**src/rtl/hp_manager_if.sv**
```systemverilog
// Game-logic side of the HP manager: play requests in, HP and status flags out.
interface hp_manager_if;
    logic       START;
    logic       DAMAGE;
    logic       HEAL;
    logic [3:0] OUT_HP;
    logic       DEAD;
    logic       INVULN;
    logic       HIT;

    modport master (output START, DAMAGE, HEAL, input OUT_HP, DEAD, INVULN, HIT);
    modport slave  (input START, DAMAGE, HEAL, output OUT_HP, DEAD, INVULN, HIT);
endinterface

```
**src/rtl/hp_manager.sv**
```systemverilog
// Saturating hit-point counter with post-hit invulnerability window and a
// restartable DEAD state; feeds the 4-bit HP value to the LED bar display.
module hp_manager #(
    parameter int MAX_HP        = 10,
    parameter int INIT_HP       = 10,
    parameter int DMG_STEP      = 1,
    parameter int HEAL_STEP     = 1,
    parameter int INVULN_CYCLES = 25000000
) (
    input  logic         CLK,
    input  logic         RST,
    hp_manager_if.slave  bus
);

    typedef enum logic [1:0] {
        ST_IDLE,
        ST_ALIVE,
        ST_INVULN,
        ST_DEAD
    } state_t;

    localparam logic [4:0]  MAX5       = 5'(MAX_HP);
    localparam logic [4:0]  DSTEP5     = 5'(DMG_STEP);
    localparam logic [4:0]  HSTEP5     = 5'(HEAL_STEP);
    localparam logic [3:0]  INIT4      = 4'(INIT_HP);
    localparam logic [24:0] TIMER_LOAD = 25'(INVULN_CYCLES - 1);

    // 5-bit intermediates keep the compare honest before the result is narrowed.
    function automatic logic [3:0] sat_sub(input logic [3:0] hp, input logic [4:0] step);
        logic [4:0] diff;
        diff = {1'b0, hp} - step;
        if ({1'b0, hp} <= step) return 4'd0;
        return diff[3:0];
    endfunction

    function automatic logic [3:0] sat_add(input logic [3:0] hp, input logic [4:0] step);
        logic [4:0] sum;
        sum = {1'b0, hp} + step;
        if (sum > MAX5) return MAX5[3:0];
        return sum[3:0];
    endfunction

    state_t      state_q, state_d;
    logic [3:0]  hp_q, hp_d;
    logic [24:0] timer_q, timer_d;
    logic        hit_q, hit_d;
    logic        dead_q, invuln_q;
    logic        dmg_prev_q, heal_prev_q;
    logic        dmg_edge, heal_edge;
    logic [3:0]  hp_after_dmg, hp_after_heal;

    assign dmg_edge      = bus.DAMAGE & ~dmg_prev_q;
    assign heal_edge     = bus.HEAL & ~heal_prev_q;
    assign hp_after_dmg  = sat_sub(hp_q, DSTEP5);
    assign hp_after_heal = sat_add(hp_q, HSTEP5);

    always_comb begin
        state_d = state_q;
        hp_d    = hp_q;
        timer_d = timer_q;
        hit_d   = 1'b0;
        case (state_q)
            ST_IDLE: begin
                if (bus.START) begin
                    state_d = ST_ALIVE;
                    hp_d    = INIT4;
                end
            end
            ST_ALIVE: begin
                // Damage wins over a coincident heal.
                if (dmg_edge) begin
                    hp_d  = hp_after_dmg;
                    hit_d = 1'b1;
                    if (hp_after_dmg == 4'd0) begin
                        state_d = ST_DEAD;
                    end else begin
                        state_d = ST_INVULN;
                        timer_d = TIMER_LOAD;
                    end
                end else if (heal_edge) begin
                    hp_d = hp_after_heal;
                end
            end
            ST_INVULN: begin
                if (heal_edge) hp_d = hp_after_heal;
                if (timer_q == 25'd0) state_d = ST_ALIVE;
                else                  timer_d = timer_q - 25'd1;
            end
            ST_DEAD: begin
                hp_d = 4'd0;
                if (bus.START) begin
                    state_d = ST_ALIVE;
                    hp_d    = INIT4;
                end
            end
            default: state_d = ST_IDLE;
        endcase
    end

    // Status flags are registered from the next state so they line up with HP/HIT.
    always_ff @(posedge CLK or negedge RST) begin
        if (!RST) begin
            state_q     <= ST_IDLE;
            hp_q        <= 4'd0;
            timer_q     <= 25'd0;
            hit_q       <= 1'b0;
            dead_q      <= 1'b0;
            invuln_q    <= 1'b0;
            dmg_prev_q  <= 1'b0;
            heal_prev_q <= 1'b0;
        end else begin
            state_q     <= state_d;
            hp_q        <= hp_d;
            timer_q     <= timer_d;
            hit_q       <= hit_d;
            dead_q      <= (state_d == ST_DEAD);
            invuln_q    <= (state_d == ST_INVULN);
            dmg_prev_q  <= bus.DAMAGE;
            heal_prev_q <= bus.HEAL;
        end
    end

    assign bus.OUT_HP = hp_q;
    assign bus.DEAD   = dead_q;
    assign bus.INVULN = invuln_q;
    assign bus.HIT    = hit_q;

endmodule

```
**src/flat_wrapper.sv**
```systemverilog
// flat-port wrapper written by rule: the top's interface ports become plain ports
module hp_manager_flat 
#(
    parameter int MAX_HP        = 10,
    parameter int INIT_HP       = 10,
    parameter int DMG_STEP      = 1,
    parameter int HEAL_STEP     = 1,
    parameter int INVULN_CYCLES = 25000000
)
  (CLK, RST, bus_START, bus_DAMAGE, bus_HEAL, bus_OUT_HP, bus_DEAD, bus_INVULN, bus_HIT);
  hp_manager_if bus_i ();
  input  logic CLK;
  input  logic RST;
  input wire logic [$bits(bus_i.START)-1:0] bus_START;
  input wire logic [$bits(bus_i.DAMAGE)-1:0] bus_DAMAGE;
  input wire logic [$bits(bus_i.HEAL)-1:0] bus_HEAL;
  output wire logic [$bits(bus_i.OUT_HP)-1:0] bus_OUT_HP;
  output wire logic [$bits(bus_i.DEAD)-1:0] bus_DEAD;
  output wire logic [$bits(bus_i.INVULN)-1:0] bus_INVULN;
  output wire logic [$bits(bus_i.HIT)-1:0] bus_HIT;
  assign bus_i.START = bus_START;
  assign bus_i.DAMAGE = bus_DAMAGE;
  assign bus_i.HEAL = bus_HEAL;
  assign bus_OUT_HP = bus_i.OUT_HP;
  assign bus_DEAD = bus_i.DEAD;
  assign bus_INVULN = bus_i.INVULN;
  assign bus_HIT = bus_i.HIT;
  hp_manager #(.MAX_HP(MAX_HP), .INIT_HP(INIT_HP), .DMG_STEP(DMG_STEP), .HEAL_STEP(HEAL_STEP), .INVULN_CYCLES(INVULN_CYCLES)) u_core (.CLK(CLK), .RST(RST), .bus(bus_i));
endmodule
```
**config.mk**
```make
export PLATFORM = sky130hd
export DESIGN_NAME = hp_manager_flat
export DESIGN_NICKNAME = d
export VERILOG_FILES = /design/src/rtl/hp_manager_if.sv /design/src/rtl/hp_manager.sv /design/src/flat_wrapper.sv
export SDC_FILE = /design/constraint.sdc
export NUM_CORES = 1
export LEC_CHECK = 0
export ABC_CLOCK_PERIOD_IN_PS = 2750
export CORE_ASPECT_RATIO = 0.8
export CORE_UTILIZATION = 45
export CTS_CLUSTER_SIZE = 10
export DETAILED_ROUTE_END_ITERATION = 16
export REMOVE_ABC_BUFFERS = 1
export SYNTH_ARGS = -nofsm -noshare
export SYNTH_HDL_FRONTEND = slang
export SYNTH_SLANG_ARGS = --single-unit
```
**constraint.sdc**
```tcl
create_clock -name CLK -period 2.75 [get_ports CLK]
set_input_delay 0.825 -clock CLK [delete_from_list [all_inputs] [get_ports CLK]]
set_output_delay 0.825 -clock CLK [all_outputs]
set_load 0.03 [all_outputs]
```
# Word level (Yosys, flattened, before mapping)
# Index checks and enable logic that the tools add are counted.
[classes] n_addsub=3 magnitude_cmp=2 eq_ne=9 muxes=22 bitwise=4 n_reduce_logical=6
[ops] cell="25-bit 2-to-1 mux" count=3
[ops] cell="25-bit one-hot mux with 2 select lines" count=1
[ops] cell="4-bit 2-to-1 mux" count=8
[ops] cell="25-bit zero test" count=1
[ops] cell="25-bit by 1-bit subtractor with 25-bit output (second input constant)" count=1
[ops] cell="4-bit one-hot mux with 4 select lines" count=1
[ops] cell="2-bit equality test (second input constant)" count=4
[ops] cell="2-bit 2-to-1 mux" count=3
[ops] cell="2-bit inequality test (second input constant)" count=3
[ops] cell="2-bit one-hot mux with 3 select lines" count=1
[ops] cell="4-bit by 1-bit adder with 5-bit output (second input constant)" count=1
[ops] cell="5-bit by 4-bit > comparator with 1-bit output (second input constant)" count=1
[ops] cell="1-bit 2-to-1 mux" count=5
[ops] cell="4-bit by 1-bit less-or-equal comparator with 1-bit output (second input constant)" count=1
[ops] cell="4-bit zero test" count=1
[ops] cell="4-bit AND reduction" count=1
[ops] cell="4-bit by 1-bit subtractor with 4-bit output (second input constant)" count=1
[ops] cell="1-bit bitwise AND" count=2
[ops] cell="2-bit by 1-bit equality test with 1-bit output (second input constant)" count=1
[ops] cell="2-bit zero test" count=1
[ops] cell="2-bit by 1-bit inequality test with 1-bit output (second input constant)" count=1
[ops] cell="1-bit inverter" count=2
[ops] cell="2-bit nonzero test" count=1
[ops] cell="2-bit OR reduction" count=1
[word_totals] ff_bits=36 input_bits=5 word_cells=54

# Longest topological paths before layout
# Gate-level depths: netlist of the first run.
[logic_depth] word_depth=8 ltp_mapped=11 ltp_nobuf=8

# Least setup slack after synthesis of the first run
# Ideal clock, no wire load.
[synth_path] kind="reg2reg" start="reg u_core.hp_q[0] (netlist: u_core.bus.OUT_HP[0])" end="reg u_core.timer_q[4]" setup_time_ns=0.136 arrival_time_ns=2.288 t_required_ns=2.614 slack_ns=0.326 stages_incl_launch_ff=9 n_path_buf=1 cell_sequence="dfrtp_1 > inv_1 > ha_1 > nor3_1 > mux2i_1 > o221a_2 > clkbuf_1 > o21ai_0 > or3b_2"
[synth_via] elab_chain_cells=6 word_cells_on_any_way=7
[synth_rtl] element="start, declared" line="hp_manager.sv:44" rtl="logic [3:0] hp_q, hp_d;"
[synth_rtl] element="start signal, assigned" line="hp_manager.sv:113" rtl="hp_q <= hp_d;"
[synth_rtl] element="4-bit by 1-bit less-or-equal comparator with 1-bit output" line="hp_manager.sv:32" rtl="if ({1'b0, hp} <= step) return 4'd0;"
[synth_rtl] element="1-bit 2-to-1 mux" line="hp_manager.sv:32"
[synth_rtl] element="4-bit 2-to-1 mux *" line="hp_manager.sv:33" rtl="return diff[3:0];"
[synth_rtl] element="4-bit zero test *" line="hp_manager.sv:74" rtl="if (hp_after_dmg == 4'd0) begin"
[synth_rtl] element="2-bit inequality test (no source line) *"
[synth_rtl] element="4-bit AND reduction (no source line) *"
[synth_rtl] element="end signal, assigned" line="hp_manager.sv:114" rtl="timer_q <= timer_d;"
[synth_rtl] element="end, declared" line="hp_manager.sv:45" rtl="logic [24:0] timer_q, timer_d;"
# Every way passes the cells marked *; elsewhere a longest branch is shown, timed or not.
# A chain may end at the register's enable or synchronous reset.

# Worst setup path in the final report of the first run
[layout_path] start="in bus_DAMAGE" end="reg u_core.timer_q[17]"
[layout_via] elab_chain_cells=3
[layout_rtl] element="start, declared" line="flat_wrapper.sv:15" rtl="input wire logic [$bits(bus_i.DAMAGE)-1:0] bus_DAMAGE;"
[layout_rtl] element="1-bit bitwise AND" line="hp_manager.sv:52" rtl="assign dmg_edge = bus.DAMAGE & ~dmg_prev_q;"
[layout_rtl] element="2-bit by 1-bit inequality test with 1-bit output (no source line)"
[layout_rtl] element="4-bit AND reduction (no source line)"
# No other way between the ends.

==> results.md, run 1 <==
* Switching share of power at 43.10%
* Final non-filler cell total at 361
* First-pass GRT wire length at 9.887 mm
* Simple-gate share of the synthesized area at 30.51%
* RR Startpoint: u_core.timer_q[4]$_DFFE_PN0P_
* Register share of total power at between 30% and 40%
* Synth cell count leaders: dfrtp_1 (36), o21ai_0 (22), nand2_1 (14), nor2_1 (14)
* Placeable Area at 5036 sq um
* Global route hottest layer: met1
* Post-synthesis average cell area at 8.777 sq um
* Remaining Overflow, GRT at 0
* Top Family by Delay on Critical Path: buffers and inverters
* Mux cell area share after synthesis at 2.104%
* Internal power at roughly 1.3 mW
* Die area at around 5600 sq um
* Worst-margin pin slew at 0.8290 ns
* IO buf count at 11
* Critical path origin: bus_DAMAGE
* WL per Instance at 16.04 microns
* Post-route ant nets at 0
* CTS tree: done
* Inserted Clock Buffers at 5
* Reg clk slew, reported paths at ~0.07 ns
* FF-to-FF setup slack at 0.34 ns
* Largest net degree at the start of global routing at 37
* Area grow syn2layout at 16.52%
* CP arrival at 2.79 ns
* Die height at 67.03 microns
* Met3 usage at ~4.2%
* Final Critical Period at 2.564 ns
* Top cell type's share of synthesized area at about 38%
* Adder-cell share of the synthesized area at 5.260%
* Vias at approximately 2,200
* Crit Path Max Fanout at 26
* Die width at 83.29 microns
* Relative slew slack at approximately 45%
* Drt first pass iters at 4
* IO Pins at 12
* Crit. End Element: flop
* FF+latch count, synth at 36
* Fmax at just under 0.4 GHz
* Slowest CP cell: clkdlybuf4s50_1
* Bufs on Longest Clock Path at 2
* Post-CTS setup buffer count at 0
* Main combinational cell family by area after synthesis: simple AND/OR/NAND/NOR gates
* Synth area leader: dfrtp_1
* Vias per std cell at 6.028
* Setup CP Type: in -> reg
* Setup Skew at 0.01044 ns
* Power, Total at ~2.2 mW
* Post-synth ARST share at 100.0%
* Antenna violations before repair at 0
* Synthesized area at 2379 sq um
* Post-cts sizing count at 0
* Routability Congestion at between 0.8 and 0.9
* Static Leak at 1.051 nW
* DR iter-0 viols at ~170
* # setup viols final at 0
* Peak VDD IR at 0.0007095 V
* Combinational Power Share at 50.2%
* Most common cell in the netlist: dfrtp_1
* Distinct cells, synth at 52
* Vias in the first global route at 1,968
* Hold-fix buffers at CTS at 0
* RSZ-0062 raised after global routing: false
* Synth area leaders: dfrtp_1 (38%), ha_1 (5.3%), o21ai_0 (4.6%)
* Levels on crit path at 8
* DRC Markers at 0
* Initial core utilization at a little under half
* Post-synthesis compound-gate area fraction at ~20%
* Number of flops mapped to enable cells by yosys at 0
* Clock power share at between 15 and 20%
* Net switching power at 0.9603 mW
* Layout cells sized above 1 at 14.05%
* Placed cells at 353
* Worst Hold Class: reg -> reg
* Crit path launch type: input pin
* CP Cell Sequence: clkdlybuf4s50_1, nand3b_1, inv_1, o221ai_1, o221a_2, buf_4, or4_1, nand2_1
* Synth Instances at 271
* Tcrit/Tclk final at 93.23%
* H-tree levels at 2
* Commonest register cell after synthesis: dfrtp_1
* Max-cap violations at 0
* Reg2reg path depth at 5
* Nets at about 310
* Antenna diodes at 0
* Final setup TNS at 0 ns
* Crit path buffers/inverters at 3
* Synth Area in XOR/XNOR at 0.3682%
* Sequential fraction of the synthesis area at 37.87%
* Reg2Reg Capture Point: u_core.timer_q[15]$_DFFE_PN0P_
* DRT Wirelength at between 5 and 6 mm
* Worst EP required at 2.97 ns
* PwrDens at 804.0 nW/um^2
* CTS Sinks at 36
* HPWL Detailed at 4.158 mm
* Core Rows at 23
* Critical Path End: u_core.timer_q[17]$_DFFE_PN0P_
* Overall routing resource usage at 22.75%
* Ys Warns at 0
* Slew Limit Fails at 0
* Final hold vios at 0
* Number of fill cells at 455
* Met2 Usage GRT at 31.35%
* Slowest Stage Delay on Critical Path at 0.48 ns
* Worst-Skew Late Latency at 0.29 ns
* CTS root buffer: clkbuf_8
* Outcome: finished, final reports clean
* M1 GR Usage at roughly 36%
-- flip-flops by register name, indices dropped and copies added, names as in the netlist --
name and cells:
u_core.timer_q 25, u_core.bus.OUT_HP 4, u_core.state_q 2, u_core.bus.DEAD 1
u_core.bus.HIT 1, u_core.bus.INVULN 1, u_core.dmg_prev_q 1, u_core.heal_prev_q 1
-- worst reg2reg max path: cells and delay by family (launching register included) --
kind / cells / cell delay, ns
AND/OR/NAND/NOR: 4 / 1.70
flip-flops: 1 / 0.45
multiplexers: 1 / 0.20
-- layout make-up --
cell class	count	area [sq um]	area share, %
multi-input cells	209	1378	49.71
clock inverters	2	10.01	0.3612
repair buffers	34	277.8	10.02
well taps	62	77.57	2.799
clock buffers	6	82.58	2.980
inverters	12	45.04	1.625
flip-flops and latches	36	900.9	32.51
-- per-stage QoR --
stage | util, % | setup slack, ns | area (sq um) | hold slack, ns
after floorplan | - | 0.2296 | 2323 | 0.4691
after global placement | 53.19 | -0.05128 | 2679 | 0.5008
after detailed placement | 53.19 | -0.1017 | 2679 | 0.4989
after CTS | 55.03 | 0.1967 | 2771 | 0.5187
after global routing | 55.03 | 0.02361 | 2771 | 0.5488
final | 55.03 | 0.1862 | 2771 | 0.5183
-- worst min path at each step --
stage | startpoint | to | slack [ns] | cells past startpoint
6_report | u_core.timer_q[19]$_DFFE_PN0P_ | u_core.timer_q[19]$_DFFE_PN0P_ | 0.52 | 2
5_1_grt | u_core.timer_q[0]$_DFFE_PN0P_ | u_core.timer_q[0]$_DFFE_PN0P_ | 0.55 | 1
4_1_cts | u_core.timer_q[19]$_DFFE_PN0P_ | u_core.timer_q[19]$_DFFE_PN0P_ | 0.52 | 2
3_5_place_dp | u_core.timer_q[19]$_DFFE_PN0P_ | u_core.timer_q[19]$_DFFE_PN0P_ | 0.50 | 2
2_1_floorplan | u_core.timer_q[0]$_DFFE_PN0P_ | u_core.timer_q[0]$_DFFE_PN0P_ | 0.47 | 1
3_3_place_gp | u_core.timer_q[19]$_DFFE_PN0P_ | u_core.timer_q[19]$_DFFE_PN0P_ | 0.50 | 2
-- routing by layer --
layer  share of wire (%)  vias up
met5                   0        -
met3                 6.9        5
met1                  54     1017
met4                0.88        0
li1                    -     1090
met2                  39       64
-- power groups by stage --
stage                     Combinational, mW  Clock (mW)  Sequential (mW)
after global placement                 1.10           0            0.713
after detailed placement               1.10           0            0.714
after floorplan                       0.620           0            0.777
final                                  1.12       0.403            0.706
after CTS                              1.11       0.418            0.703
after global routing                   1.23       0.435            0.718
-- kinds of logic after synthesis --
logic type	count (synthesis)
DFF	36
and+or+nand+nor	122
adders and majority gates	10
muxes	5
xor gates and xnor gates	1
buffers and inverters	26
AOI/OAI and AO/OA	71
-- cells in the final DEF, fill, tap and decap left out, types with 6 or more instances in the layout --
cell type,n
dfrtp_1,36
buf_4,23
o21ai_0,22
nor2_1,14
nand2_1,14
nor3_1,13
or4_1,13
inv_1,12
a21oi_1,12
nor4_1,11
nand3_1,10
ha_1,10
clkdlybuf4s50_1,10
nand4_1,6
or3_1,6
clkbuf_8,6
Note: power is estimated with default switching activity, not from simulation.
==> run 2: changes to the inputs <==
- CORE_ASPECT_RATIO: 0.8 -> 0.5
- CORE_UTILIZATION: 45 -> 25
==> run 2 against run 1 <==
  * Combinational power about the same
  * Largest cell class unchanged
  * Flip-flop and latch count unchanged
  * Cell area up 4.3%
  * Register-to-register slack worse by 0.02 ns
  * Clock power up 63%
  * Critical path depth unchanged
  * Power up 11%
  * Wire length up 0.45%
  * Sequential power down 1%
  * Via count up 0.18%
==> results.md, run 2 (synthesis results as in run 1) <==
* Outcome: finished, final reports clean
* Crit Path Max Fanout at 30 (+15%)
* RR Startpoint: u_core.timer_q[4]$_DFFE_PN0P_
* Die width at 139.9 microns (+68%)
* Overall routing resource usage at 12.95% (-9.8 points)
* DR iter-0 viols at 109 (-37%)
* Worst EP required at 2.97 ns (about the same)
* Net switching power at 0.9823 mW (+2.3%)
* Setup CP Type: in -> reg
* FF-to-FF setup slack at 0.32 ns (-0.02 ns)
* Placeable Area at 8979 sq um (+78%)
* Static Leak at 1.062 nW (+1.0%)
* Worst Hold End: u_core.timer_q[0]$_DFFE_PN0P_
* Vias at 2,180 (+0.18%)
* Reg2Reg Capture Point: u_core.timer_q[15]$_DFFE_PN0P_
* Number of fill cells at 945 (+110%)
* # setup viols final at 0 (unchanged)
* CTS root buffer: clkbuf_16
* Final non-filler cell total at 411 (+14%)
* WL per Instance at 14.15 microns (-12%)
* Hold-fix buffers at CTS at 0 (unchanged)
* Largest Register: u_core.timer_q
* H-tree levels at 2 (unchanged)
* CTS Sinks at 36 (unchanged)
* Layout cells sized above 1 at 12.93% (-1.1 points)
* Worst-Skew Late Latency at 0.28 ns (about the same)
* Vias in the first global route at 2,050 (+4.2%)
* Worst-margin pin slew at 0.8337 ns (+0.004761 ns)
* Multi-input combinational cell area at 1391 sq um (+1.0%)
* Antenna diodes at 0 (unchanged)
* Nets at 308 (-1.6%)
* Post-route ant nets at 0 (unchanged)
* Core Rows at 24 (+4.3%)
* Combinational Power Share at 45.4% (-4.8 points)
* DRC Markers at 0 (unchanged)
* Vias per std cell at 5.304 (-12%)
* Switching share of power at 39.65% (-3.4 points)
* Commonest non-fill, non-tap cell in the layout: dfrtp_1
* Inserted Clock Buffers at 5 (unchanged)
* Reg clk slew, reported paths at 0.06 ns (about the same)
* Initial core utilization at 26.49% (-21 points)
* IO Pins at 12 (unchanged)
* Pre-CTS WS at -0.1073 ns (-0.005619 ns)
* Final setup TNS at 0 ns (unchanged)
* Drt first pass iters at 4 (unchanged)
* Slew Limit Fails at 0 (unchanged)
* Setup Skew at 0.005988 ns (-0.004455 ns)
* Die area at 9932 sq um (+78%)
* Relative slew slack at 44.42% (-0.32 points)
* HPWL Detailed at 4.181 mm (+0.54%)
* Bufs on Longest Clock Path at 2 (unchanged)
* Die height at 70.97 microns (+5.9%)
* RSZ-0062 raised after global routing: false
* Hold_ws at 0.5233 ns (+0.005000 ns)
* Peak VDD IR at 0.0002724 V (-62%)
* First-pass GRT wire length at 10.07 mm (+1.8%)
* Final Critical Period at 2.501 ns (-0.06260 ns)
* Internal power at 1.495 mW (+18%)
* Register share of total power at 28.2% (-3.5 points)
* Clock power share at 26.5% (+8.4 points)
* CTS tree: done
* CP arrival at 2.72 ns (-0.07 ns)
* Max-cap violations at 0 (unchanged)
* Most frequent cells in the layout: dfrtp_1 (36), o21ai_0 (22), buf_4 (18), nor2_1 (14), nand2_1 (14)
* PwrDens at 856.7 nW/um^2 (+6.6%)
* Tcrit/Tclk final at 90.95% (-2.3 points)
* Crit path launch type: input pin
* Post-cts sizing count at 0 (unchanged)
* Max FFs per register at 25 (unchanged)
* Hold Crit Depth at 1 (-1)
* Sequential cell area at 900.9 sq um (unchanged)
* Antenna violations before repair at 0 (unchanged)
* Crit. End Element: flop
* Hold_sp: u_core.timer_q[0]$_DFFE_PN0P_
* Worst Hold Class: reg -> reg
* Routability Congestion at 0.8293 (+0.84%)
* Remaining Overflow, GRT at 0 (unchanged)
* Reg2reg path depth at 5 (unchanged)
* Fmax at 0.3998 GHz (+2.5%)
* Final hold vios at 0 (unchanged)
* Setup ws final at 0.2488 ns (+0.06260 ns)
* DRT Wirelength at 5.817 mm (+0.45%)
* Placed cells at 403 (+14%)
* IO buf count at 11 (unchanged)
* Post-CTS setup buffer count at 0 (unchanged)
* Power, Total at 2.477 mW (+11%)
* Area grow syn2layout at 21.57%
* Largest net degree at the start of global routing at 37 (unchanged)
## run 2: cell count changes in the layout (fill, tap and decap cells not counted), sizes merged
cell | before | now
buf | 24 | 19
bufinv | 0 | 1
clkbuf | 6 | 5
clkinv | 2 | 1
clkinvlp | 0 | 1
## run 2: final cells by class
| cell class | instances | share of cell area, % |
|---|---|---|
| inverter | 12 | 1.558 |
| tap | 117 | 5.063 |
| sequential | 36 | 31.16 |
| clock inverter | 3 | 1.471 |
| clock buffer | 5 | 4.327 |
| timing repair buffer | 29 | 8.308 |
| multi-input combinational | 209 | 48.12 |
## run 2: worst max-delay path, stage by stage
cell	delay, ns
clkdlybuf4s50_1	0.50
nand3b_1	0.14
inv_1	0.10
o221ai_1	0.15
o221a_4	0.26
buf_4	0.20
or4_1	0.46
nand2_1	0.08
## run 2: worst max path at each step
stage / to / slack [ns] / start / cells after the start
final: u_core.timer_q[23]$_DFFE_PN0P_ / 0.25 / bus_DAMAGE / 8
after global routing: u_core.timer_q[22]$_DFFE_PN0P_ / 0.06 / bus_DAMAGE / 8
after global placement: u_core.timer_q[23]$_DFFE_PN0P_ / -0.05 / bus_DAMAGE / 8
after detailed placement: u_core.timer_q[23]$_DFFE_PN0P_ / -0.11 / bus_DAMAGE / 8
after floorplan: u_core.timer_q[11]$_DFFE_PN0P_ / 0.23 / u_core.bus.OUT_HP[0]$_DFFE_PN0P_ / 7
after CTS: u_core.timer_q[23]$_DFFE_PN0P_ / 0.18 / bus_DAMAGE / 8
## run 2: power groups by stage
stage          registers [mW]  clock network [mW]  logic [mW]
6_report                0.698               0.655        1.12
2_1_floorplan           0.777                   0       0.620
4_1_cts                 0.698               0.672        1.12
5_1_grt                 0.712               0.695        1.25
3_5_place_dp            0.708                   0        1.11
3_3_place_gp            0.705                   0        1.11
## run 2: through the flow
step                      utilization (%)  cell area, sq um
after global routing                32.20              2892
after global placement              30.24              2715
after floorplan                         -              2323
after CTS                           32.11              2883
final                               32.20              2892
after detailed placement            30.24              2715
## run 2: layer usage
| metal | global-route usage, % | up-vias | routed length, microns |
|---|---|---|---|
| met4 | 6.105 | 0 | 99 |
| met5 | 0 | - | 0 |
| met3 | 3.047 | 7 | 243 |
| li1 | - | 1088 | - |
| met2 | 19.44 | 38 | 2498 |
| met1 | 17.67 | 1047 | 2976 |
